## config.mk

```make
export PLATFORM = sky130hd
export DESIGN_NAME = tx_arbiter
export DESIGN_NICKNAME = d
export VERILOG_FILES = /design/src/rtl/tx_arbiter.sv
export SDC_FILE = /design/constraint.sdc
export NUM_CORES = 1
export LEC_CHECK = 0
export ABC_CLOCK_PERIOD_IN_PS = 2000
export CORE_UTILIZATION = 35
export CTS_BUF_LIST = sky130_fd_sc_hd__clkbuf_4 sky130_fd_sc_hd__clkbuf_8 sky130_fd_sc_hd__clkbuf_16
export CTS_CLUSTER_DIAMETER = 30
export DETAILED_ROUTE_END_ITERATION = 8
export PLACE_DENSITY = 0.88
export SLEW_MARGIN = 20
export SYNTH_ARGS = -nofsm -noshare
export SYNTH_HDL_FRONTEND = slang
export SYNTH_HIERARCHICAL = 1
export SYNTH_SLANG_ARGS = --single-unit
export TNS_END_PERCENT = 30
```

## constraint.sdc

```tcl
create_clock -name clk -period 2 [get_ports clk]
set_clock_uncertainty 0.15 [all_clocks]
set_input_delay 0.4 -clock clk [delete_from_list [all_inputs] [get_ports clk]]
set_output_delay 0.4 -clock clk [all_outputs]
set_load 0.02 [all_outputs]
```

## src/rtl/tx_arbiter.sv

```systemverilog
// Output-port scheduler: round-robin grant among input receivers, then streams
// the granted buffer out one flit at a time over a 2-phase toggle req/ack link.

module tx_arbiter_elig #(
  parameter int CHANNEL_BITS = 3,
  parameter int CHANNEL_ID   = 0
) (
  input  logic                    req,
  input  logic [CHANNEL_BITS-1:0] chnl,
  output logic                    elig
);
  assign elig = req && (chnl == CHANNEL_BITS'(CHANNEL_ID));
endmodule

module tx_arbiter #(
  parameter int ID           = 0,
  parameter     MOD_NAME     = "TX",
  parameter int N_IN         = 4,
  parameter int SIZE         = 8,
  parameter int CHANNEL_BITS = 3,
  parameter int BUFF_BITS    = 3,
  parameter int CHANNEL_ID   = 0
) (
  input  logic                         clk,
  input  logic                         reset,
  input  logic [N_IN-1:0]              in_req,
  input  logic [N_IN*CHANNEL_BITS-1:0] in_chnl,
  output logic [N_IN-1:0]              in_gnt,
  output logic [BUFF_BITS-1:0]         buf_addr,
  input  logic [N_IN*SIZE-1:0]         buf_data,
  output logic                         ch_req,
  output logic [SIZE-1:0]              ch_flit,
  input  logic                         ch_ack
);
  localparam int PW = $clog2(N_IN);
  localparam logic [BUFF_BITS-1:0] LAST_ADDR = BUFF_BITS'((2**BUFF_BITS) - 1);
  localparam logic [PW-1:0]        LAST_IN   = PW'(N_IN - 1);

  typedef enum logic [1:0] {IDLE, LOAD, WAIT_ACK, RELEASE} state_t;

  state_t          state;
  logic [PW-1:0]   rr_ptr, sel, winner;
  logic            ack_old;
  logic            ack_evt;
  logic [N_IN-1:0] elig;

  for (genvar i = 0; i < N_IN; i++) begin : g_in
    tx_arbiter_elig #(.CHANNEL_BITS(CHANNEL_BITS), .CHANNEL_ID(CHANNEL_ID)) u_elig (
      .req  (in_req[i]),
      .chnl (in_chnl[i*CHANNEL_BITS +: CHANNEL_BITS]),
      .elig (elig[i])
    );
  end

  assign ack_evt = ch_ack ^ ack_old;

  // First eligible index scanning cyclically from rr_ptr.
  always_comb begin
    logic         found;
    logic [PW:0]  sum;
    logic [PW-1:0] idx;
    winner = '0;
    found  = 1'b0;
    sum    = '0;
    idx    = '0;
    for (int k = 0; k < N_IN; k++) begin
      sum = {1'b0, rr_ptr} + (PW+1)'(k);
      if (sum >= (PW+1)'(N_IN)) sum = sum - (PW+1)'(N_IN);
      idx = sum[PW-1:0];
      if (!found && elig[idx]) begin
        winner = idx;
        found  = 1'b1;
      end
    end
  end

  always_ff @(posedge clk) begin
    if (reset) begin
      state    <= IDLE;
      rr_ptr   <= '0;
      sel      <= '0;
      ack_old  <= 1'b0;
      in_gnt   <= '0;
      buf_addr <= '0;
      ch_req   <= 1'b0;
      ch_flit  <= '0;
    end else begin
      ack_old <= ch_ack;
      case (state)
        IDLE: if (|elig) begin
          sel            <= winner;
          in_gnt         <= '0;
          in_gnt[winner] <= 1'b1;
          buf_addr       <= '0;
          state          <= LOAD;
        end
        LOAD: begin
          ch_flit <= buf_data[sel*SIZE +: SIZE];
          ch_req  <= ~ch_req;
          state   <= WAIT_ACK;
        end
        // Acks seen outside this state are dropped, since ack_old tracks every cycle.
        WAIT_ACK: if (ack_evt) begin
          if (buf_addr != LAST_ADDR) begin
            buf_addr <= buf_addr + 1'b1;
            state    <= LOAD;
          end else begin
            in_gnt   <= '0;
            rr_ptr   <= (sel == LAST_IN) ? '0 : sel + 1'b1;
            buf_addr <= '0;
            state    <= RELEASE;
          end
        end
        RELEASE: state <= IDLE;
        default: state <= IDLE;
      endcase
    end
  end
endmodule
```

==> out/results.txt, run 1 <==
EDFF count, synth: 0
Worst IR Drop VDD: 0.329 mV
die area: 3850 um^2
first-pass GRT wire length: 4930 um
hold_ws: 0.311 ns
Hold Fails Final Rpt: 0
Slew HR: 59.1%
Leak: 0.742 nW
clock power share: 21.9%
GR Util met1: 20.7%
CTS tree: built
cts bufs inserted: 3
Post-synth ARST share: 0%
status: finished, final reports clean
sequential share of power: 49.8%
cell taking the most area after synthesis: dfxtp_1
area delta synth->final: 65.6%
Via-to-Cell Ratio: 5.11
Diodes inserted: 0
clock sink count: 23
top cell type's share of synthesized area: 36.5%
largest net degree at the start of global routing: 14
synthesized flop and latch total: 23
Worst Hold Class: flop to flop
Setup WS post-layout: 0.0594 ns
top-count cell post-synth: dfxtp_1
CP arrival: 2.01 ns
Mean Syn Cell Area: 9.93 um^2
die width: 62.0 um
Root Driver: clkbuf_4
port bufs: 66
share of cells above drive strength 1: 18.8%
Pint: 0.728 mW
Tcrit/Tclk final: 97.0%
Sw Share: 26.2%
grt total ovfl: 0
maximum fanout along the worst path: 5
design area: 2090 um^2
H-tree depth: 1
most used routing layer: met2
nets@finish: 257
combinational share of power: 28.2%
via count: 1268
fillcell total: 274
synth cell count leaders: dfxtp_1 (23), nand2_1 (20), a21oi_1 (15), mux4_2 (8), nor2_1 (8)
PostCTS Resize Cnt: 0
Pwr per Cell Area: 473 nW/um^2
Post-Syn Instances: 127
post-CTS setup repair buffer count: 0
Residual DRC: 0
HPWL Detailed: 2660 um
Max clock buf depth: 2
Post-CTS Hold Buffers: 0
Pwr Total: 0.987 mW
final core utilization: 61.6%
dominant cells by area after synthesis: dfxtp_1 (37%), mux4_2 (14%), a21oi_1 (6.0%)
Data required, critical path: 2.07 ns
number of distinct library cells after synthesis: 36
Post-DP Area: 2040 um^2
1st-iter DRT viols: 55
ANT nets after route: 0
Post-Syn Area: 1260 um^2
Yosys Warn Count: 6
Final setup viols: 0
Slew @ Worst Pin: 0.613 ns
initial core utilization: 37.2%
Max-Cap Viols: 0
Tmin final: 1.94 ns
vias in the first global route: 1159
Mapped Nets: 181
initial antenna violation count: 0
die height: 62.0 um
grt met2 use: 31.2%
wire per inst: 13.6 um
CP startpoint kind: primary input
drt total wl: 3390 um
gr usage total: 17.4%
routing usage on met3: 1.86%
worst setup path class: primary input to flop
prevailing post-synth register cell: dfxtp_1
Clk pin slew, worst setup/hold paths: 0.13 ns
placer's final routability congestion estimate: 0.804
Switch Pwr: 0.259 mW
clock latency on the worst-skew pair: 0.31 ns
First-pass DRT Iterations: 4
Core Area: 3390 um^2
fin. max-slew vios: 0
RSZ-0062 raised after global routing: true
Peak Freq: 515 MHz
IO Pins: 67
Seq/Total Area, Yosys: 36.5%
Cell Rows: 21
Setup Slack @ Placement: -0.296 ns
CP endpoint kind: flop
path summary, 6_finish.rpt:
kind	from	depth (start not counted)	end	slack [ns]
max	in_chnl[4]	7	in_gnt[2]	0.06
max reg2reg	sel[0]	3	ch_flit[1]	0.31
min	ch_flit[3]	2	ch_flit[3]	0.31
min reg2reg	ch_flit[3]	2	ch_flit[3]	0.31
worst max-delay path, stage by stage:
cell	delay, ns
clkdlybuf4s50_1	0.41
nor4b_2	0.27
buf_4	0.19
a21boi_2	0.18
o32ai_2	0.10
or2_1	0.24
a32o_1	0.22
sequential cells by signal, indices dropped and copies added (netlist names):
| name | count |
|---|---|
| buf_addr | 3 |
| state | 2 |
| in_gnt | 4 |
| ch_req | 1 |
| ack_old | 1 |
| ch_flit | 8 |
| sel | 2 |
| rr_ptr | 2 |
cells in the final DEF (no fill, tap or decap), types with 2 or more instances in the layout:
master,n
nand3_1,2
clkbuf_4,3
or3_1,2
a32o_1,4
xnor2_1,2
a21oi_1,13
o22ai_1,2
nand2_1,20
nand2b_1,2
a21oi_2,3
inv_1,2
nor2_1,8
a22oi_1,2
buf_4,12
nor4b_2,4
nor2b_1,3
mux4_2,8
ha_1,3
or2_1,2
clkdlybuf4s50_1,66
dfxtp_1,23
cell type report:
cell class | count | area [um^2] | area share [%]
Multi-Input combinational cell | 95 | 785 | 37.6
Timing Repair Buffer | 78 | 751 | 35.9
Sequential cell | 23 | 460 | 22.0
Tap cell | 46 | 57.6 | 2.76
Clock buffer | 3 | 22.5 | 1.08
Inverter | 2 | 7.51 | 0.359
Clock inverter | 1 | 5.00 | 0.240
per-stage QoR:
| stage | std cells | TNS, ns |
|---|---|---|
| final | 248 | 0 |
| after global routing | 248 | -0.00100 |
| after CTS | 248 | 0 |
| after detailed placement | 244 | -2.20 |
| after global placement | 244 | -1.65 |
| after floorplan | 127 | 0 |
cells by family (layout without fill, tap and decap cells):
kind of cell    count (synthesis)  after routing  share of synthesized area [%]
simple gates                   48             48                           22.4
compound gates                 32             32                           17.6
xor+xnor                        3              3                           2.68
fa+ha+maj                       3              3                           2.98
buf+inv                         9             84                           2.78
mux                             9              9                           15.1
flops                          23             23                           36.5
power groups by stage:
stage | clock network [mW] | logic (mW) | registers (mW)
after global routing | 0.245 | 0.300 | 0.494
after detailed placement | 0 | 0.276 | 0.502
after global placement | 0 | 0.268 | 0.501
after floorplan | 0 | 0.101 | 0.513
final | 0.217 | 0.279 | 0.492
after CTS | 0.224 | 0.277 | 0.492
per-layer routing:
layer / wire, um / vias up
met5: 0 / -
met4: 72 / 0
met3: 139 / 8
met2: 1800 / 35
met1: 1370 / 609
li1: - / 616
Note: power is estimated with default switching activity, not from simulation.
==> run 2: changes to the inputs <==
CTS_CLUSTER_DIAMETER = 150   (was 30)
==> results of run 2 <==
Final layout, timing and power as in run 1 (identical DEF).
==> run 3: changes to the inputs <==
CORE_MARGIN = 5   (was unset)
==> run 3 against run 2 <==
Compared with the run above: core utilization down 0.80 points; setup slack better by 0.0094 ns; register-to-register slack worse by 0.05 ns; combinational power about the same.
==> out/results.txt, run 3 (same netlist as run 1, synthesis figures left out) <==
Cell Rows: 21 (unchanged)
Tcrit/Tclk final: 96.6% (-0.47 points)
CP arrival: 2.00 ns (about the same)
Post-CTS Hold Buffers: 0 (unchanged)
Data required, critical path: 2.07 ns (about the same)
Worst Hold Class: flop to flop
highest-count cells in the layout ignoring fill and taps: clkdlybuf4s50_1 (66), dfxtp_1 (23), nand2_1 (20)
CP endpoint kind: flop
Residual DRC: 0 (unchanged)
port bufs: 66 (unchanged)
worst setup path class: primary input to flop
IO Pins: 67 (unchanged)
clock latency on the worst-skew pair: 0.32 ns (about the same)
Largest regs: ch_flit (8), in_gnt (4), buf_addr (3)
CTS tree: built
most common cell after layout, fill and taps aside: clkdlybuf4s50_1
clock sink count: 23 (unchanged)
area delta synth->final: 64.7%
cts bufs inserted: 3 (unchanged)
Root Driver: clkbuf_4
gr usage total: 13.9% (-3.4 points)
Setup TNS Final: 0 ns (unchanged)
vias in the first global route: 1267 (+9.3%)
initial core utilization: 36.9% (-0.29 points)
first-pass GRT wire length: 5570 um (+13%)
placer's final routability congestion estimate: 0.800 (-0.57%)
Tmin final: 1.93 ns (-0.00941 ns)
initial antenna violation count: 0 (unchanged)
Switch Pwr: 0.261 mW (+0.70%)
Max-Cap Viols: 0 (unchanged)
fin. max-slew vios: 0 (unchanged)
RSZ-0062 raised after global routing: false
max FFs per register: 8 (unchanged)
Largest Register: ch_flit
HPWL Detailed: 2800 um (+5.2%)
design area: 2080 um^2 (-0.54%)
1st-iter DRT viols: 37 (-33%)
Final setup viols: 0 (unchanged)
Slew @ Worst Pin: 0.712 ns (+0.0990 ns)
die height: 70.0 um (+13%)
share of cells above drive strength 1: 17.9% (-0.90 points)
Peak Freq: 518 MHz (+0.49%)
Pwr per Cell Area: 475 nW/um^2 (+0.58%)
nets@finish: 256 (-0.39%)
First-pass DRT Iterations: 4 (unchanged)
die width: 70.0 um (+13%)
PostCTS Resize Cnt: 0 (unchanged)
combinational share of power: 27.9% (-0.3 points)
drt total wl: 3440 um (+1.6%)
Via-to-Cell Ratio: 4.98 (-2.7%)
die area: 4900 um^2 (+27%)
Core Area: 3420 um^2 (+0.78%)
ANT nets after route: 0 (unchanged)
wire per inst: 13.9 um (+2.0%)
post-CTS setup repair buffer count: 0 (unchanged)
Hold Fails Final Rpt: 0 (unchanged)
Diodes inserted: 0 (unchanged)
largest net degree at the start of global routing: 14 (unchanged)
Pint: 0.727 mW (-0.20%)
grt total ovfl: 0 (unchanged)
Post-DP Area: 2030 um^2 (-0.37%)
Leak: 0.737 nW (-0.65%)
clock power share: 22.4% (+0.5 points)
Pwr Total: 0.987 mW (about the same)
H-tree depth: 1 (unchanged)
hold_ws: 0.313 ns (+0.00196 ns)
Worst IR Drop VDD: 0.245 mV (-26%)
fillcell total: 280 (+2.2%)
status: finished, final reports clean
Clk pin slew, worst setup/hold paths: 0.13 ns (about the same)
Slew HR: 52.5% (-6.6 points)
CP startpoint kind: primary input
Sw Share: 26.4% (+0.18 points)
via count: 1229 (-3.1%)
Max clock buf depth: 2 (unchanged)
maximum fanout along the worst path: 5 (unchanged)
sequential share of power: 49.7% (about the same)
==> run 3: cell count changes in the layout (fill, tap and decap cells not counted) <==
cell and change:
a21oi_1 +1, a21oi_2 -1, buf_4 -1
==> run 3: final timing paths <==
path | start | endpoint | slack (ns) | depth (start not counted)
max | in_chnl[4] | in_gnt[0] | 0.07 | 7
min reg2reg | ch_flit[7] | ch_flit[7] | 0.31 | 2
max reg2reg | sel[0] | ch_flit[0] | 0.26 | 3
min | ch_flit[7] | ch_flit[7] | 0.31 | 2
==> run 3: power groups by stage <==
stage          logic (mW)  registers (mW)  clock network [mW]
4_1_cts             0.275           0.491               0.232
3_3_place_gp        0.267           0.500                   0
2_1_floorplan       0.101           0.513                   0
3_5_place_dp        0.274           0.501                   0
6_report            0.276           0.491               0.221
5_1_grt             0.295           0.494               0.248
==> run 3: routing by layer <==
layer | vias to the layer above | global-route usage [%] | wire length (um)
li1 | 614 | - | -
met1 | 581 | 14.7 | 1370
met2 | 29 | 26.1 | 1850
met3 | 5 | 3.87 | 175
met4 | 0 | 5.11 | 47
met5 | - | 0 | 0
==> run 3: per-stage QoR <==
step	instances	utilization [%]	worst slack, ns
2_1_floorplan	127	-	0.0903
6_report	247	60.8	0.0688
4_1_cts	247	60.4	0.0696
3_5_place_dp	243	59.6	-0.279
3_3_place_gp	243	59.6	-0.227
5_1_grt	247	60.8	0.00169
==> run 3: cell type report <==
cell class | instances | area [um^2] | share of cell area [%]
Clock inverter | 1 | 5.00 | 0.241
Tap cell | 46 | 57.6 | 2.77
Sequential cell | 23 | 460 | 22.2
Timing Repair Buffer | 77 | 743 | 35.8
Inverter | 2 | 7.51 | 0.361
Multi-Input combinational cell | 95 | 781 | 37.6
Clock buffer | 3 | 22.5 | 1.08
==> run 3: critical path: stages <==
cell and delay, ns:
clkdlybuf4s50_1 0.42, nor4b_2 0.26, buf_4 0.18, a21boi_2 0.17, o32ai_2 0.10, or2_1 0.24
a32o_1 0.22
